**src/rtl/mem_ctrl_pkg.sv**
```systemverilog
`default_nettype none
// +----------------------------------------------------------------------------+
// | mem_ctrl_pkg: FSM state type and op encodings for mem_access_ctrl.         |
// | Macro MEM_CTRL_CLEAR_EN adds the CLEAR state.                              |
// | Revision: 1.0                                                              |
// +----------------------------------------------------------------------------+
package mem_ctrl_pkg;

  typedef enum logic [1:0] {
    ST_IDLE  = 2'd0,
    ST_WRITE = 2'd1,
`ifdef MEM_CTRL_CLEAR_EN
    ST_READ  = 2'd2,
    ST_CLEAR = 2'd3
`else
    ST_READ  = 2'd2
`endif
  } state_e;

  localparam logic OP_RD = 1'b0;
  localparam logic OP_WR = 1'b1;

endpackage
`default_nettype wire

```
**src/rtl/cell_sel_decoder.sv**
```systemverilog
`default_nettype none
// +----------------------------------------------------------------------------+
// | cell_sel_decoder: index + enable to one-hot cell enable; 0 if out of range.|
// | Revision: 1.0                                                              |
// +----------------------------------------------------------------------------+
module cell_sel_decoder #(
  parameter int NUM_CELLS = 8,
  parameter int IDX_W     = 4
) (
  input  logic                 i_en,
  input  logic [IDX_W-1:0]     i_idx,
  output logic [NUM_CELLS-1:0] o_ce
);

  // An index at or beyond NUM_CELLS matches no bit, so the result is all zero.
  generate
    for (genvar i = 0; i < NUM_CELLS; i++) begin : g_ce
      assign o_ce[i] = i_en && (i_idx == IDX_W'(i));
    end
  endgenerate

endmodule
`default_nettype wire

```
**src/rtl/mem_access_ctrl.sv**
```systemverilog
`default_nettype none
// +----------------------------------------------------------------------------+
// | mem_access_ctrl: single-request controller for a bank of shared-bus cells. |
// | Macro MEM_CTRL_CLEAR_EN enables a zero-fill sweep after reset.             |
// | Revision: 1.0                                                              |
// +----------------------------------------------------------------------------+
module mem_access_ctrl #(
  parameter int NUM_CELLS = 8,
  parameter int DATA_W    = 32,
  parameter int ADDR_W    = 3
) (
  input  logic                 clk,
  input  logic                 rst,
  input  logic                 req_valid,
  output logic                 req_ready,
  input  logic                 req_wr,
  input  logic [ADDR_W-1:0]    req_addr,
  input  logic [DATA_W-1:0]    req_wdata,
  output logic                 resp_valid,
  output logic                 resp_err,
  output logic [DATA_W-1:0]    resp_rdata,
  output logic [NUM_CELLS-1:0] cell_ce,
  output logic                 cell_we,
  output logic [DATA_W-1:0]    cell_di,
  input  logic [DATA_W-1:0]    cell_do
);

  import mem_ctrl_pkg::*;

  // One extra bit so the select index can also hold NUM_CELLS itself.
  localparam int SEL_W = ADDR_W + 1;

  state_e                state_q, state_d;
  logic                  req_ready_q, req_ready_d;
  logic                  resp_valid_q, resp_valid_d;
  logic                  resp_err_q, resp_err_d;
  logic [DATA_W-1:0]     resp_rdata_q, resp_rdata_d;
  logic [NUM_CELLS-1:0]  cell_ce_q, cell_ce_d;
  logic                  cell_we_q, cell_we_d;
  logic [DATA_W-1:0]     cell_di_q, cell_di_d;

  logic                  accept;
  logic                  in_range;
  logic                  sel_en;
  logic [SEL_W-1:0]      sel_idx;

`ifdef MEM_CTRL_CLEAR_EN
  logic [SEL_W-1:0]      clr_idx_q, clr_idx_d;
`endif

  assign accept   = req_valid & req_ready_q;
  assign in_range = {1'b0, req_addr} < SEL_W'(NUM_CELLS);

  cell_sel_decoder #(
    .NUM_CELLS (NUM_CELLS),
    .IDX_W     (SEL_W)
  ) u_cell_sel_decoder (
    .i_en  (sel_en),
    .i_idx (sel_idx),
    .o_ce  (cell_ce_d)
  );

  always_comb begin
    state_d      = state_q;
    req_ready_d  = 1'b0;
    resp_valid_d = 1'b0;
    resp_err_d   = 1'b0;
    resp_rdata_d = resp_rdata_q;
    cell_we_d    = 1'b0;
    cell_di_d    = '0;
    sel_en       = 1'b0;
    sel_idx      = {1'b0, req_addr};
`ifdef MEM_CTRL_CLEAR_EN
    clr_idx_d    = clr_idx_q;
`endif
    case (state_q)
      ST_IDLE: begin
        req_ready_d = 1'b1;
        if (accept) begin
          if (in_range) begin
            sel_en      = 1'b1;
            req_ready_d = 1'b0;
            if (req_wr == OP_WR) begin
              state_d   = ST_WRITE;
              cell_we_d = 1'b1;
              cell_di_d = req_wdata;
            end else begin
              state_d   = ST_READ;
            end
          end else begin
            resp_valid_d = 1'b1;
            resp_err_d   = 1'b1;
          end
        end
      end
      ST_WRITE: begin
        state_d      = ST_IDLE;
        req_ready_d  = 1'b1;
        resp_valid_d = 1'b1;
      end
      ST_READ: begin
        state_d      = ST_IDLE;
        req_ready_d  = 1'b1;
        resp_valid_d = 1'b1;
        resp_rdata_d = cell_do;
      end
`ifdef MEM_CTRL_CLEAR_EN
      ST_CLEAR: begin
        if (clr_idx_q == SEL_W'(NUM_CELLS)) begin
          state_d     = ST_IDLE;
          req_ready_d = 1'b1;
        end else begin
          sel_en    = 1'b1;
          sel_idx   = clr_idx_q;
          cell_we_d = 1'b1;
          clr_idx_d = clr_idx_q + SEL_W'(1);
        end
      end
`endif
      default: state_d = ST_IDLE;
    endcase
  end

  always_ff @(posedge clk) begin
    if (rst) begin
`ifdef MEM_CTRL_CLEAR_EN
      state_q      <= ST_CLEAR;
      clr_idx_q    <= '0;
`else
      state_q      <= ST_IDLE;
`endif
      req_ready_q  <= 1'b0;
      resp_valid_q <= 1'b0;
      resp_err_q   <= 1'b0;
      resp_rdata_q <= '0;
      cell_ce_q    <= '0;
      cell_we_q    <= 1'b0;
      cell_di_q    <= '0;
    end else begin
`ifdef MEM_CTRL_CLEAR_EN
      clr_idx_q    <= clr_idx_d;
`endif
      state_q      <= state_d;
      req_ready_q  <= req_ready_d;
      resp_valid_q <= resp_valid_d;
      resp_err_q   <= resp_err_d;
      resp_rdata_q <= resp_rdata_d;
      cell_ce_q    <= cell_ce_d;
      cell_we_q    <= cell_we_d;
      cell_di_q    <= cell_di_d;
    end
  end

  assign req_ready  = req_ready_q;
  assign resp_valid = resp_valid_q;
  assign resp_err   = resp_err_q;
  assign resp_rdata = resp_rdata_q;
  assign cell_ce    = cell_ce_q;
  assign cell_we    = cell_we_q;
  assign cell_di    = cell_di_q;

endmodule
`default_nettype wire
```
**config.mk**
```make
export PLATFORM = sky130hd
export DESIGN_NAME = mem_access_ctrl
export DESIGN_NICKNAME = d
export VERILOG_FILES = /design/src/rtl/mem_ctrl_pkg.sv /design/src/rtl/cell_sel_decoder.sv /design/src/rtl/mem_access_ctrl.sv
export SDC_FILE = /design/constraint.sdc
export NUM_CORES = 1
export LEC_CHECK = 0
export BUFFER_PORTS_ARGS = -buffer_cell sky130_fd_sc_hd__buf_4
export CAP_MARGIN = 10
export CORE_AREA = 10 10 87 127
export DETAILED_ROUTE_END_ITERATION = 12
export DIE_AREA = 0 0 97 137
export PLACE_DENSITY_LB_ADDON = 0.3
export RECOVER_POWER = 100
export REMOVE_ABC_BUFFERS = 1
export SYNTH_ARGS = -nofsm -noshare
export SYNTH_HDL_FRONTEND = slang
export SYNTH_SLANG_ARGS = --single-unit
```
**constraint.sdc**
```tcl
create_clock -name clk -period 2.1 [get_ports clk]
set_input_delay 0.42 -clock clk [delete_from_list [all_inputs] [get_ports clk]]
set_output_delay 0.42 -clock clk [all_outputs]
set_load 0.1 [all_outputs]
```
; ---- Word-level counts from Yosys, hierarchy flattened
; Cells that the tools add are included.
[op_classes]
eq_ne = 9
n_mux = 7
bitwise = 4
n_reduce_logical = 14
[ops]
columns = cell, count
row1 = $eq A3 B3 Y1 const B, 4
row2 = $logic_and A1 B1 Y1, 8
row3 = $eq A3 B2 Y1 const B, 2
row4 = $mux W1, 5
row5 = $logic_not A4 Y1, 1
row6 = $reduce_or A2 Y1, 2
row7 = $reduce_or A4 Y1, 1
row8 = $eq A3 B1 Y1 const B, 1
row9 = $not A1 Y1, 3
row10 = $reduce_or A3 Y1, 1
row11 = $eq A2 B1 Y1 const B, 1
row12 = $eq A2 B2 Y1 const B, 1
row13 = $logic_not A2 Y1, 1
row14 = $mux W2, 1
row15 = $pmux W1 S2, 1
row16 = $and A1 B1 Y1, 1
[totals]
ff_bits = 77
in_bits = 71
word_cells = 41

; ---- Longest topological paths before layout
[depth]
word_depth = 4
depth_mapped = 6

; ---- Hierarchy
; From an unflattened synthesis, not the netlist that was laid out.
[unflattened]
cells_unflattened = 263
area_unflattened_um2 = 2827.7
[modules_own_cells]
columns = mod, instances, cells_per_inst, area_per_inst_um2, seq_area_each_um2
row1 = mem_access_ctrl, 1, 250, 2755.1, 1541.5
row2 = cell_sel_decoder, 1, 13, 72.6, 0.0

; ---- Worst setup path before layout
; No wires, ideal clock.
[synth_timing]
path_type = reg2reg
startpoint = register req_ready_q (netlist: req_ready)
endpoint = register cell_di_q[22] (netlist: cell_di[22])
arrival_ns = 1.526
required_ns = 2.022
path_slack_ns = 0.496
stages_incl_launch_ff = 4
synth_period_minus_slack_ns = 1.604
cell_sequence = dfxtp_1 -> nand4b_4 -> buf_2 -> nor3_1
[synth_between]
elab_chain_len = 3
[synth_lines]
columns = item, line_no
row1 = "start, declared", mem_access_ctrl.sv:34  ; logic req_ready_q, req_ready_d;
row2 = "start signal, assigned", mem_access_ctrl.sv:144  ; req_ready_q <= req_ready_d;
row3 = $and A1 B1 Y1, mem_access_ctrl.sv:51  ; assign accept = req_valid & req_ready_q;
row4 = $not A1 Y1 (no line), -
row5 = $reduce_or A4 Y1 (no line), -
row6 = "end signal, assigned", mem_access_ctrl.sv:150  ; cell_di_q <= cell_di_d;
row7 = "end, declared", mem_access_ctrl.sv:40  ; logic [DATA_W-1:0] cell_di_q, cell_di_d;
; No other way between the ends.
; A chain may end at the register's enable or synchronous reset.

; ---- Worst setup path after layout
[layout_timing]
startpoint = register req_ready_q (netlist: req_ready)
endpoint = output req_ready
[layout_lines]
columns = item, line_no
row1 = "end, declared", mem_access_ctrl.sv:15  ; output logic req_ready,
; No word-level cell between the ends.

==> impl_metrics.toml <==
[grt]
grt_start_max_net_pins = 42
first_global_vias = 2190
antenna_found_initial = 0
grt_overflow = 0
grt_pass1_wl_um = 11600
grt.total_usage = 0.110

[sta]
timing.fmax_mhz = 581
period_share = 0.819
fin_setup_tns_ns = 0
fin_crit_ns = 1.72
worstMarginPinSlew_ns = 0.574
maxSlewViolCount = 0
fin_ws_ns = 0.380
rsz0062_at_grt = "no"
slew_headroom = 0.617
setup_viol = 0
finalHoldViolCount = 0
fin_skew_ns = 0.00635

[clock_tree]
clock_path_buffers = 2
cts_resized = 0
clk_pin_slew_ns = 0.06
cts.sinks = 77
root_buffer = "clkbuf_16"
numCtsBuffers = 9
postCtsSetupBuffers = 0
clk_latency_ns = 0.33
cts_tree = "built"
holdBufCountCts = 0
htreeDepth = 3

[setup_path]
crit_path_max_fanout = 6
reg2reg_to = "cell_ce[0]$_SDFF_PP0_"
critical_path_buf_inv_count = 1
crit_arrival_ns = 1.30
max_stage_delay_ns = 0.51
cp_slowest_cell = "clkbuf_2"
worst_r2r_path_depth = 4
r2r-start = "state_q[0]$_SDFFE_PP0P_"
cp-end-kind = "primary output"
cpLargestDelayFamily = "buffers and inverters"
path_class = "flop to primary output"
crit_path_start_kind = "flop"
cp_cell_sequence = "clkbuf_2"
cp_data_required_time_ns = 1.68
crit_cells = 1
regToRegSetupSlack_ns = 0.52

[yosys]
synth-edff-count = 0
synth_compound_area_frac = 0.0137
synth_xor_area_frac = 0
synth_simple_gate_area_frac = 0.157
synth_cell_type_count = 24
synth_top_area_frac = 0.601
synth_ff_type = "dfxtp_1"
synthTopCellsByArea = "dfxtp_1, mux2i_1, nor3_1"
synth_fa_ha_area_frac = 0.0146
synth_most_common_cell = "dfxtp_1"
ys_async_sr_fraction = 0
syn_avg_cell_area_um2 = 10.2
synth-seq-cells = 77
netlist_area_um2 = 2560
synthCells = 252
netlist_top_cells_count = "dfxtp_1, nor3_1, inv_1"
synth_top_cell_by_area = "dfxtp_1"
yosysSeqAreaShare = 0.601
synth_mux_area_frac = 0.125
synth_top_family_by_area = "simple AND/OR/NAND/NOR gates"
yosysWarnings = 0

[pwr]
power.leakage_nw = 1.87
irDropWorstVdd_mv = 0.491
p_per_area_nw_per_um2 = 963

[floorplan]
core_um2 = 8780
start_util = 0.292
core.rowCount = 42
die_area_um2 = 13300
pin_count = 147
die_x_um = 97
die_height_um = 137

[layout]
syn_to_final_growth_pct = 48.2
nNetsFinal = 469
final_cells = 510
drive_gt1_frac = 0.413
antenna_cells = 0
multiInputGateArea_um2 = 792
nFillCells = 937
seq_area_um2 = 1540

[drt]
avgRoutedWirePerCell_um = 14.6
drt_pass1_iterations = 4
drt-initial-drc-count = 28
totalWireLength_um = 7460
drt.antenna.violating_nets = 0
vias_per_cell = 4.23
drc = 0
num_vias = 2159

[placed_design]
dp_cells = 494
place.port_buffers = 145
pre_cts_ws_ns = 0.458
dpl.hpwl_um = 5850
gp_congestion = 0.745

[flow_run]
drv_cap = 0

[min_path]
min_to = "cell_ce[4]$_SDFF_PP0_"
holdPathStages = 2
hold_start = "req_addr[1]"
hold_path.class = "input port to flop"

[outcome]
status = "completed"
per-layer routing:
| layer | track usage | share of wire |
|---|---|---|
| met4 | 0.0641 | 0.022 |
| met5 | 0 | 0 |
| met1 | 0.120 | 0.42 |
| met2 | 0.171 | 0.46 |
| met3 | 0.0515 | 0.10 |
worst max-delay path by stage:
stage / to / slack [ns] / from
after floorplan: resp_rdata[0]$_SDFFE_PP0N_ / 0.15 / state_q[0]$_SDFFE_PP0P_
final: req_ready / 0.38 / req_ready$_SDFF_PP0_
after CTS: cell_ce[0]$_SDFF_PP0_ / 0.44 / state_q[0]$_SDFFE_PP0P_
after detailed placement: cell_ce[0]$_SDFF_PP0_ / 0.46 / state_q[0]$_SDFFE_PP0P_
after global placement: cell_ce[0]$_SDFF_PP0_ / 0.54 / rst
after global routing: cell_ce[4]$_SDFF_PP0_ / 0.32 / state_q[0]$_SDFFE_PP0P_
power breakdown:
part / total [mW] / switching (mW) / internal (mW) / leakage, nW
logic: 0.737 / 0.547 / 0.190 / 1.11
clock network: 1.37 / 0.578 / 0.796 / 0.132
registers: 1.55 / 0.0280 / 1.52 / 0.624
total: 3.66 / 1.15 / 2.50 / 1.87
flip-flops by register name, summed over array words and instances (netlist names):
name,cells
req_ready,1
state_q,2
cell_di,32
resp_valid,1
cell_ce,8
resp_rdata,32
cell_we,1
stage by stage:
stage / util / area (um2) / hold slack, ns / power (mW)
floorplan: - / 2470 / 0.491 / 2.12
detailed placement: 0.425 / 3730 / 0.483 / 2.36
finish: 0.433 / 3800 / 0.291 / 3.66
CTS: 0.455 / 4000 / 0.275 / 3.76
global route: 0.433 / 3800 / 0.288 / 3.81
global placement: 0.425 / 3730 / 0.474 / 2.35
cell type report:
| class | count | area share |
|---|---|---|
| Clock buffer | 10 | 0.0603 |
| Tap cell | 110 | 0.0362 |
| Inverter | 36 | 0.0356 |
| Clock inverter | 6 | 0.0105 |
| Timing Repair Buffer | 148 | 0.243 |
| Sequential cell | 77 | 0.406 |
| Multi-Input combinational cell | 123 | 0.208 |
cell usage in the layout (no fill, tap or decap), types with 3 or more instances in the layout:
cell type	count
nand2b_1	3
mux2i_1	32
clkbuf_16	9
nor2_1	34
inv_1	36
dfxtp_1	77
nor3_1	38
clkbuf_2	75
ha_1	3
clkinv_2	3
buf_4	73
cell families (layout without fill, tap and decap cells):
family | Yosys count | after routing
and+or+nand+nor | 82 | 82
AOI/OAI and AO/OA | 5 | 5
other | 1 | 1
DFF | 77 | 77
muxes | 32 | 32
buffers and inverters | 52 | 200
adders and majority gates | 3 | 3
Power figures use the tool's default switching activity.
